==> src/rtl/therm_pkg.sv <==
// Shared defaults for the thermometer decoder: code width, error counter width,
// and the decoded-level width helper.
package therm_pkg;

   localparam int N_DEFAULT     = 5;
   localparam int ERR_W_DEFAULT = 8;

   // Width needed to represent levels 0..n inclusive.
   function automatic int cnt_width(input int n);
      return $clog2(n + 1);
   endfunction

endpackage

==> src/rtl/therm_first_one.sv <==
// Purpose: lowest-one index and bubble detection for a thermometer code.
// Latency: purely combinational. Backpressure: none, no state.
module therm_first_one #(
   parameter int N  = 5,
   parameter int CW = 3
)(
   input  logic [N-1:0]  code,
   output logic [CW-1:0] count,
   output logic          bubble
);

   logic seen_one;

   always_comb begin
      count = CW'(N);
      for (int i = N - 1; i >= 0; i--) begin
         if (code[i]) count = CW'(i);
      end
   end

   // A zero sitting anywhere above the first one breaks the thermometer shape.
   always_comb begin
      seen_one = 1'b0;
      bubble   = 1'b0;
      for (int i = 0; i < N; i++) begin
         if (seen_one && !code[i]) bubble = 1'b1;
         if (code[i]) seen_one = 1'b1;
      end
   end

endmodule

==> src/rtl/therm_decoder.sv <==
// Purpose: two-stage thermometer-to-level decoder; THERM_DECODER_BUBBLE_CNT_EN adds a bubble counter.
// Latency: out_valid 2 cycles after acceptance, 1 result/cycle.
// Backpressure: valid/ready per stage; outputs hold while out_ready is low.
module therm_decoder
   import therm_pkg::*;
#(
   parameter int N     = N_DEFAULT,
   parameter int ERR_W = ERR_W_DEFAULT,
   localparam int CW   = cnt_width(N)
)(
   input  logic             clk,
   input  logic             rst,
   input  logic             in_valid,
   input  logic [N-1:0]     in_therm,
   output logic             in_ready,
   output logic             out_valid,
   input  logic             out_ready,
   output logic [CW-1:0]    out_count,
   output logic             out_bubble,
   output logic [ERR_W-1:0] err_count
);

   logic          s1_valid;
   logic [N-1:0]  s1_code;
   logic          s2_adv;
   logic [CW-1:0] dec_count;
   logic          dec_bubble;

   assign s2_adv   = !out_valid || out_ready;
   assign in_ready = !s1_valid || s2_adv;

   therm_first_one #(
      .N  (N),
      .CW (CW)
   ) u_first_one (
      .code   (s1_code),
      .count  (dec_count),
      .bubble (dec_bubble)
   );

   always_ff @(posedge clk or posedge rst) begin
      if (rst) begin
         s1_valid <= 1'b0;
         s1_code  <= '0;
      end else if (in_ready) begin
         s1_valid <= in_valid;
         if (in_valid) s1_code <= in_therm;
      end
   end

   always_ff @(posedge clk or posedge rst) begin
      if (rst) begin
         out_valid  <= 1'b0;
         out_count  <= '0;
         out_bubble <= 1'b0;
      end else if (s2_adv) begin
         out_valid <= s1_valid;
         if (s1_valid) begin
            out_count  <= dec_count;
            out_bubble <= dec_bubble;
         end
      end
   end

`ifdef THERM_DECODER_BUBBLE_CNT_EN
   // Counts only results that actually leave, saturating at all-ones.
   always_ff @(posedge clk or posedge rst) begin
      if (rst) begin
         err_count <= '0;
      end else if (out_valid && out_ready && out_bubble && (err_count != '1)) begin
         err_count <= err_count + 1'b1;
      end
   end
`else
   assign err_count = '0;
`endif

endmodule

==> config.mk <==
export PLATFORM = sky130hd
export DESIGN_NAME = therm_decoder
export DESIGN_NICKNAME = d
export VERILOG_FILES = /design/src/rtl/therm_pkg.sv /design/src/rtl/therm_first_one.sv /design/src/rtl/therm_decoder.sv
export SDC_FILE = /design/constraint.sdc
export NUM_CORES = 1
export LEC_CHECK = 0
export ABC_CLOCK_PERIOD_IN_PS = 1800
export CAP_MARGIN = 20
export CORE_MARGIN = 3
export CORE_UTILIZATION = 43
export CTS_CLUSTER_DIAMETER = 80
export DETAILED_ROUTE_END_ITERATION = 8
export PLACE_DENSITY = 0.79
export REMOVE_ABC_BUFFERS = 1
export SLEW_MARGIN = 20
export SYNTH_ARGS = -nofsm -noshare
export SYNTH_HDL_FRONTEND = slang
export SYNTH_SLANG_ARGS = --single-unit
==> constraint.sdc <==
create_clock -name clk -period 1.8 [get_ports clk]
set_input_delay 0.36 -clock clk [delete_from_list [all_inputs] [get_ports clk]]
set_output_delay 0.36 -clock clk [all_outputs]
set_load 0.02 [all_outputs]
Word-level counts from Yosys, hierarchy flattened
Cells that the tools add are included.
Widths: inputs -> output; s select.
{"block": "totals", "ff_bits": 11, "out_inout_bits": 14}
{"block": "classes", "muxes": 13, "n_reduce_logical": 14}
{"cell": "$mux 3", "count": 4}
{"cell": "$mux 1", "count": 9}
{"cell": "$logic_not 1->1", "count": 6}
{"cell": "$logic_and 1x1->1", "count": 4}
{"cell": "$reduce_and 2->1", "count": 2}
{"cell": "$logic_or 1x1->1", "count": 2}

Longest topological paths before layout
Gate-level depths: netlist of the first run.
{"block": "logic_depth", "word_depth": 6, "depth_mapped": 3}

By module
A second synthesis of the first run with hierarchy kept.
{"block": "hier_totals", "hier_cells": 46, "hier_area_um2": 579.3}
{"mod": "therm_decoder", "instances": 1, "cells_each": 36, "area_per_inst_um2": 523.0}
{"mod": "therm_first_one", "instances": 1, "cells_each": 10, "area_per_inst_um2": 56.3}

Least setup slack after synthesis of the first run
No wires, ideal clock.
{"block": "synth_path", "path_type": "register to register", "startpoint": "register out_valid", "endpoint": "register s1_code[0]", "setup_time_ns": 0.125, "arrival_ns": 1.171, "required_time_ns": 1.675, "slack_ns": 0.504, "stages_incl_launch_ff": 4, "path_buffers": 0, "path_cell_list": "dfrtp_1 > nand3b_2 > nand2_4 > mux2_4"}
{"block": "synth_between", "elab_chain_cells": 4}
{"item": "start, declared", "line_no": "therm_decoder.sv:16", "source": "output logic out_valid,"}
{"item": "start signal, assigned", "line_no": "therm_decoder.sv:57", "source": "out_valid <= s1_valid;"}
{"item": "$logic_not 1->1", "line_no": "therm_decoder.sv:29", "source": "assign s2_adv = !out_valid || out_ready;"}
{"item": "$logic_or 1x1->1", "line_no": "therm_decoder.sv:29"}
{"item": "$logic_or 1x1->1", "line_no": "therm_decoder.sv:30", "source": "assign in_ready = !s1_valid || s2_adv;"}
{"item": "net in_ready", "line_no": "therm_decoder.sv:15", "source": "output logic in_ready,"}
{"item": "$reduce_and 2->1 (no line)"}
{"item": "end signal, assigned", "line_no": "therm_decoder.sv:47", "source": "if (in_valid) s1_code <= in_therm;"}
{"item": "end, declared", "line_no": "therm_decoder.sv:24", "source": "logic [N-1:0] s1_code;"}
The timed path passes the listed nets, and every way through them passes these cells.
A chain may end at the register's enable or synchronous reset.

Worst setup path in the final report of the first run
{"block": "layout_path", "startpoint": "input out_ready", "endpoint": "output in_ready"}
{"block": "layout_between", "elab_chain_cells": 2}
{"item": "start, declared", "line_no": "therm_decoder.sv:17", "source": "input logic out_ready,"}
{"item": "$logic_or 1x1->1", "line_no": "therm_decoder.sv:29"}
{"item": "$logic_or 1x1->1", "line_no": "therm_decoder.sv:30"}
{"item": "end, declared", "line_no": "therm_decoder.sv:15"}
Every way passes these cells.

==> flow_summary.json, run 1 <==
{
  "status": "complete, no violations",
  "slowest_stage": "clkdlybuf4s50_1",
  "path_clk_slew_ns": 0.07,
  "viasPerCell": 4.90,
  "yosysWarnings": 0,
  "synthFlopType": "dfrtp_1",
  "synth-seq-cells": 11,
  "antenna_left": 0,
  "internal-power_uw": 477,
  "ys_types": 20,
  "yosysTopAreaCell": "dfrtp_1",
  "initial_core_util": 0.483,
  "cpLargestDelayFamily": "buffers and inverters",
  "synth_area_sq_um": 566,
  "syn_area_per_cell_sq_um": 12.0,
  "root_buffer": "clkbuf_4",
  "grtUsageTotal": 0.123,
  "clock-sinks": 11,
  "cts_buffer_depth": 2,
  "antenna_found_initial": 0,
  "synthArstFlopShare": 1.00,
  "wl_met3_um": 81,
  "worstPathMaxFanout": 2,
  "synth_area_leaders": "dfrtp_1 (49%), mux2_4 (13%), buf_4 (11%)",
  "fmax_mhz": 595,
  "path_cells": "clkdlybuf4s50_1, nand3b_2, dlygate4sd2_1",
  "io_pins": 23,
  "synthMostInstantiatedCell": "dfrtp_1",
  "synthCells": 47,
  "crit_type": "input port to output port",
  "power_uw": 684,
  "cp.arrival_ns": 1.32,
  "synth_edf_count": 0,
  "power_density_nw_per_um2": 947,
  "drc": 0,
  "htreeDepth": 1,
  "cts-buffers-inserted": 3,
  "cts_tree": "built",
  "met2_wirelength_um": 423,
  "drt-wirelength-per-cell_um": 12.2,
  "slowest_delay_ns": 0.41,
  "dr.first_iter.drc_count": 4,
  "cp.required_ns": 1.44,
  "seqPwrFrac": 0.468,
  "drt-met1-wl_um": 434,
  "p_comb_frac": 0.288,
  "switchingPower_uw": 206,
  "crit_path_start_kind": "input port",
  "antenna_cells_inserted": 0,
  "fp.dieW_um": 42.3,
  "num_rows": 12,
  "p_sw_frac": 0.302,
  "firstDrtPassIters": 4,
  "cts_setup_buffers": 0,
  "ir_drop_v": 0.000408,
  "pwr-share-clk": 0.244,
  "wl_um": 961,
  "die_h_um": 42.3,
  "min_period_ns": 1.68,
  "endpoint_kind": "output port",
  "drive_above_1_share": 0.215,
  "dr.max_layer_used": "met4",
  "overflow": 0,
  "finalSetupViolCount": 0,
  "grt_pass1_vias": 354,
  "clkLatencyLatePin_ns": 0.27,
  "grt_pass1_wl_um": 1600,
  "area_growth_pct": 27.7,
  "timing.final.crit_share": 0.933,
  "core_area_sq_um": 1170,
  "grt_setup_unrepaired": "no",
  "gp_congestion": 0.780,
  "maxSlewViolCount": 0,
  "nets": 75,
  "dieArea_sq_um": 1790,
  "hold_violations": 0,
  "grt_max_degree": 12,
  "p_leak_nw": 0.339,
  "dp.final_hpwl_um": 735,
  "worst-path-buf-inv": 2,
  "via_count": 387,
  "hold_path.class": "input port to asynchronous set/reset pin",
  "numPortBuffers": 14,
  "cap_violations": 0,
  "ys_seq_area_frac": 0.487,
  "tns_ns": 0,
  "clock-skew-final_ns": 0.000525,
  "synthDominantCellAreaShare": 0.487,
  "synth_common_cells": "dfrtp_1 (11), buf_4 (8), mux2_4 (5)"
}
==> power groups by stage <==
| stage | registers [mW] | logic, mW | clock network (mW) |
|---|---|---|---|
| 2_1_floorplan | 0.341 | 0.0990 | 0 |
| 3_3_place_gp | 0.323 | 0.195 | 0 |
| 3_5_place_dp | 0.323 | 0.199 | 0 |
| 4_1_cts | 0.319 | 0.199 | 0.174 |
| 5_1_grt | 0.326 | 0.212 | 0.183 |
| 6_report | 0.320 | 0.197 | 0.167 |
==> cell families (layout without fill, tap and decap cells) <==
| logic type | count (synthesis) | in the layout | synth area share |
|---|---|---|---|
| multiplexers | 7 | 7 | 0.173 |
| buffers and inverters | 10 | 21 | 0.119 |
| flip-flops | 11 | 11 | 0.487 |
| AO/OA/AOI/OAI | 6 | 6 | 0.0708 |
| other | 1 | 8 | 0.00663 |
| AND/OR/NAND/NOR | 12 | 12 | 0.144 |
==> registers in the layout, indices dropped and copies added, names as in the netlist <==
register    count
out_valid       1
out_bubble      1
s1_code         5
s1_valid        1
out_count       3
==> layout by cell type, fill, tap and decap left out, drive strengths merged, types with 2 or more instances in the layout <==
master	instances
inv	2
dfrtp	11
a21oi	3
nor2	2
clkdlybuf4s50	13
nand2	2
conb	8
nand2b	3
nand3b	2
mux2	7
clkbuf	4
==> worst paths after layout <==
kind                         startpoint            to  slack (ns)  depth (start not counted)
setup / recovery              out_ready      in_ready        0.12                          3
hold / removal                      rst  out_count[1]        0.38                          2
setup reg to reg               s1_valid    s1_code[4]        0.59                          4
hold reg to reg            out_count[0]  out_count[0]        0.49                          1
max in group asynchronous           rst    s1_code[3]        1.13                          2
min in group clk           out_count[0]  out_count[0]        0.49                          1
==> per-stage QoR <==
stage | setup WS [ns] | cells | instance area (sq um) | hold WS [ns] | util
floorplan | 0.504 | 46 | 532 | 0.212 | -
global placement | -0.127 | 75 | 697 | 0.476 | 0.595
detailed placement | -0.117 | 75 | 697 | 0.479 | 0.595
CTS | 0.114 | 79 | 722 | 0.385 | 0.616
global route | 0.0947 | 79 | 722 | 0.422 | 0.616
finish | 0.121 | 79 | 722 | 0.378 | 0.616
==> layout make-up <==
cell class | count | area (sq um)
Fill cell | 94 | 449
Sequential cell | 11 | 275
Multi-Input combinational cell | 33 | 249
Timing Repair Buffer | 15 | 146
Clock buffer | 4 | 26.3
Tap cell | 14 | 17.5
Inverter | 2 | 7.51
==> timing repair <==
item / in CTS / in global routing
setup endpoints to repair: 1 / 0
hold buffers: 0 / 0
resized for setup: 1 / 0
==> per-layer routing <==
metal / vias up / GRT usage
met5: - / 0
met4: 0 / 0.0932
met3: 4 / 0.0300
met2: 20 / 0.185
met1: 181 / 0.150
li1: 182 / -
(Power assumes the default switching activity.)
==> inputs of run 2 (changes only) <==
PLACE_DENSITY = 0.9   (was 0.79)
==> flow_summary.json, run 2 (same netlist as run 1, synthesis figures left out) <==
{
  "grt_pass1_wl_um": 1700,
  "dieArea_sq_um": 1790,
  "grt_setup_unrepaired": "no",
  "min_period_ns": 1.67,
  "finalSetupViolCount": 0,
  "area_growth_pct": 27.7,
  "status": "complete, no violations",
  "cts_hold_buffers": 0,
  "dp.final_hpwl_um": 761,
  "maxSlewViolCount": 0,
  "grt_max_degree": 12,
  "slowest_delay_ns": 0.41,
  "n_fill_cell": 100,
  "cp.arrival_ns": 1.31,
  "hold_violations": 0,
  "nets": 75,
  "cp.required_ns": 1.44,
  "place_ws_ns": -0.121,
  "overflow": 0,
  "io_pins": 23,
  "num_rows": 12,
  "crit_type": "input port to output port",
  "fp.dieW_um": 42.3,
  "dp.cells": 75,
  "htreeDepth": 1,
  "cap_violations": 0,
  "antenna_left": 0,
  "worstSetupStartpoint": "out_ready",
  "endpoint_kind": "output port",
  "worstPathMaxFanout": 2,
  "cts_buffer_depth": 2,
  "hold-worst-slack_ns": 0.386,
  "antenna_cells_inserted": 0,
  "r2r-start": "s1_valid",
  "cts_setup_buffers": 0,
  "multi_input_area_sq_um": 249,
  "seqCellArea_sq_um": 275,
  "slowest_stage": "clkdlybuf4s50_1",
  "cpLargestDelayFamily": "buffers and inverters",
  "biggestRegsByFlops": "s1_code (5), out_count (3)",
  "cts-buffers-inserted": 3,
  "mostFrequentLayoutCells": "clkdlybuf4s50_1 (13), dfrtp_1 (11), conb_1 (8), mux2_4 (5)",
  "root_buffer": "clkbuf_4",
  "fmax_mhz": 598,
  "ir_drop_v": 0.000465,
  "clkLatencyLatePin_ns": 0.26,
  "cts-resized-gates": 1,
  "regMostFlops": "s1_code",
  "grt_pass1_vias": 383,
  "cts_tree": "built",
  "viasPerCell": 4.72,
  "drt-wirelength-per-cell_um": 12.2,
  "final_cells": 79,
  "path_cells": "clkdlybuf4s50_1, nand3b_2, dlygate4sd2_1",
  "numPortBuffers": 14,
  "antenna_found_initial": 0,
  "crit_path_start_kind": "input port",
  "worst_slack_ns": 0.126,
  "clock-skew-final_ns": 0.00338,
  "drc": 0,
  "firstDrtPassIters": 4,
  "p_leak_nw": 0.339,
  "initial_core_util": 0.483,
  "largest_reg_flops": 5,
  "power_density_nw_per_um2": 941,
  "drive_above_1_share": 0.215,
  "worst-path-buf-inv": 2,
  "dr.first_iter.drc_count": 6,
  "via_count": 373,
  "final_common_cell": "clkdlybuf4s50_1",
  "timing.final.crit_share": 0.930,
  "path_clk_slew_ns": 0.07,
  "grtUsageTotal": 0.131,
  "hold_path.class": "input port to asynchronous set/reset pin",
  "r2r_slack_ns": 0.58,
  "core_area_sq_um": 1170,
  "gp_congestion": 0.702,
  "die_h_um": 42.3,
  "wl_um": 967,
  "clock-sinks": 11
}
## run 2: cell counts in the layout (fill, tap and decap cells not counted)
Identical to the previous run, type by type.
## run 2: final timing paths
check                          endpoint  depth (start not counted)
hold / removal               s1_code[2]                          2
hold reg to reg            out_count[0]                          1
setup / recovery               in_ready                          3
max in group asynchronous      s1_valid                          2
min in group clk           out_count[0]                          1
setup reg to reg             s1_code[0]                          4
## run 2: layer usage
| metal | track usage | up-vias | part of all wire |
|---|---|---|---|
| li1 | - | 181 | - |
| met1 | 0.144 | 174 | 0.44 |
| met2 | 0.201 | 16 | 0.48 |
| met3 | 0.0558 | 2 | 0.072 |
| met4 | 0.0932 | 0 | 0.011 |
| met5 | 0 | - | 0 |
## run 2: layout make-up
class,count,area share
Sequential cell,11,0.381
Multi-Input combinational cell,33,0.345
Timing Repair Buffer,15,0.203
Clock buffer,4,0.0364
Tap cell,14,0.0243
Inverter,2,0.0104
## run 2: power by group
group	switching, mW	internal [mW]	leakage (nW)
sequential	0.0356	0.285	0.129
clock	0.0772	0.0857	0.0150
combinational	0.0892	0.107	0.195
total	0.202	0.477	0.339
## run 2: per-stage QoR
step	util	power [mW]	instance area, sq um	TNS, ns
finish	0.616	0.679	722	0
global route	0.616	0.724	722	0
CTS	0.616	0.691	722	0
detailed placement	0.595	0.522	697	-0.121
global placement	0.595	0.516	697	-0.0966
floorplan	-	0.440	532	0
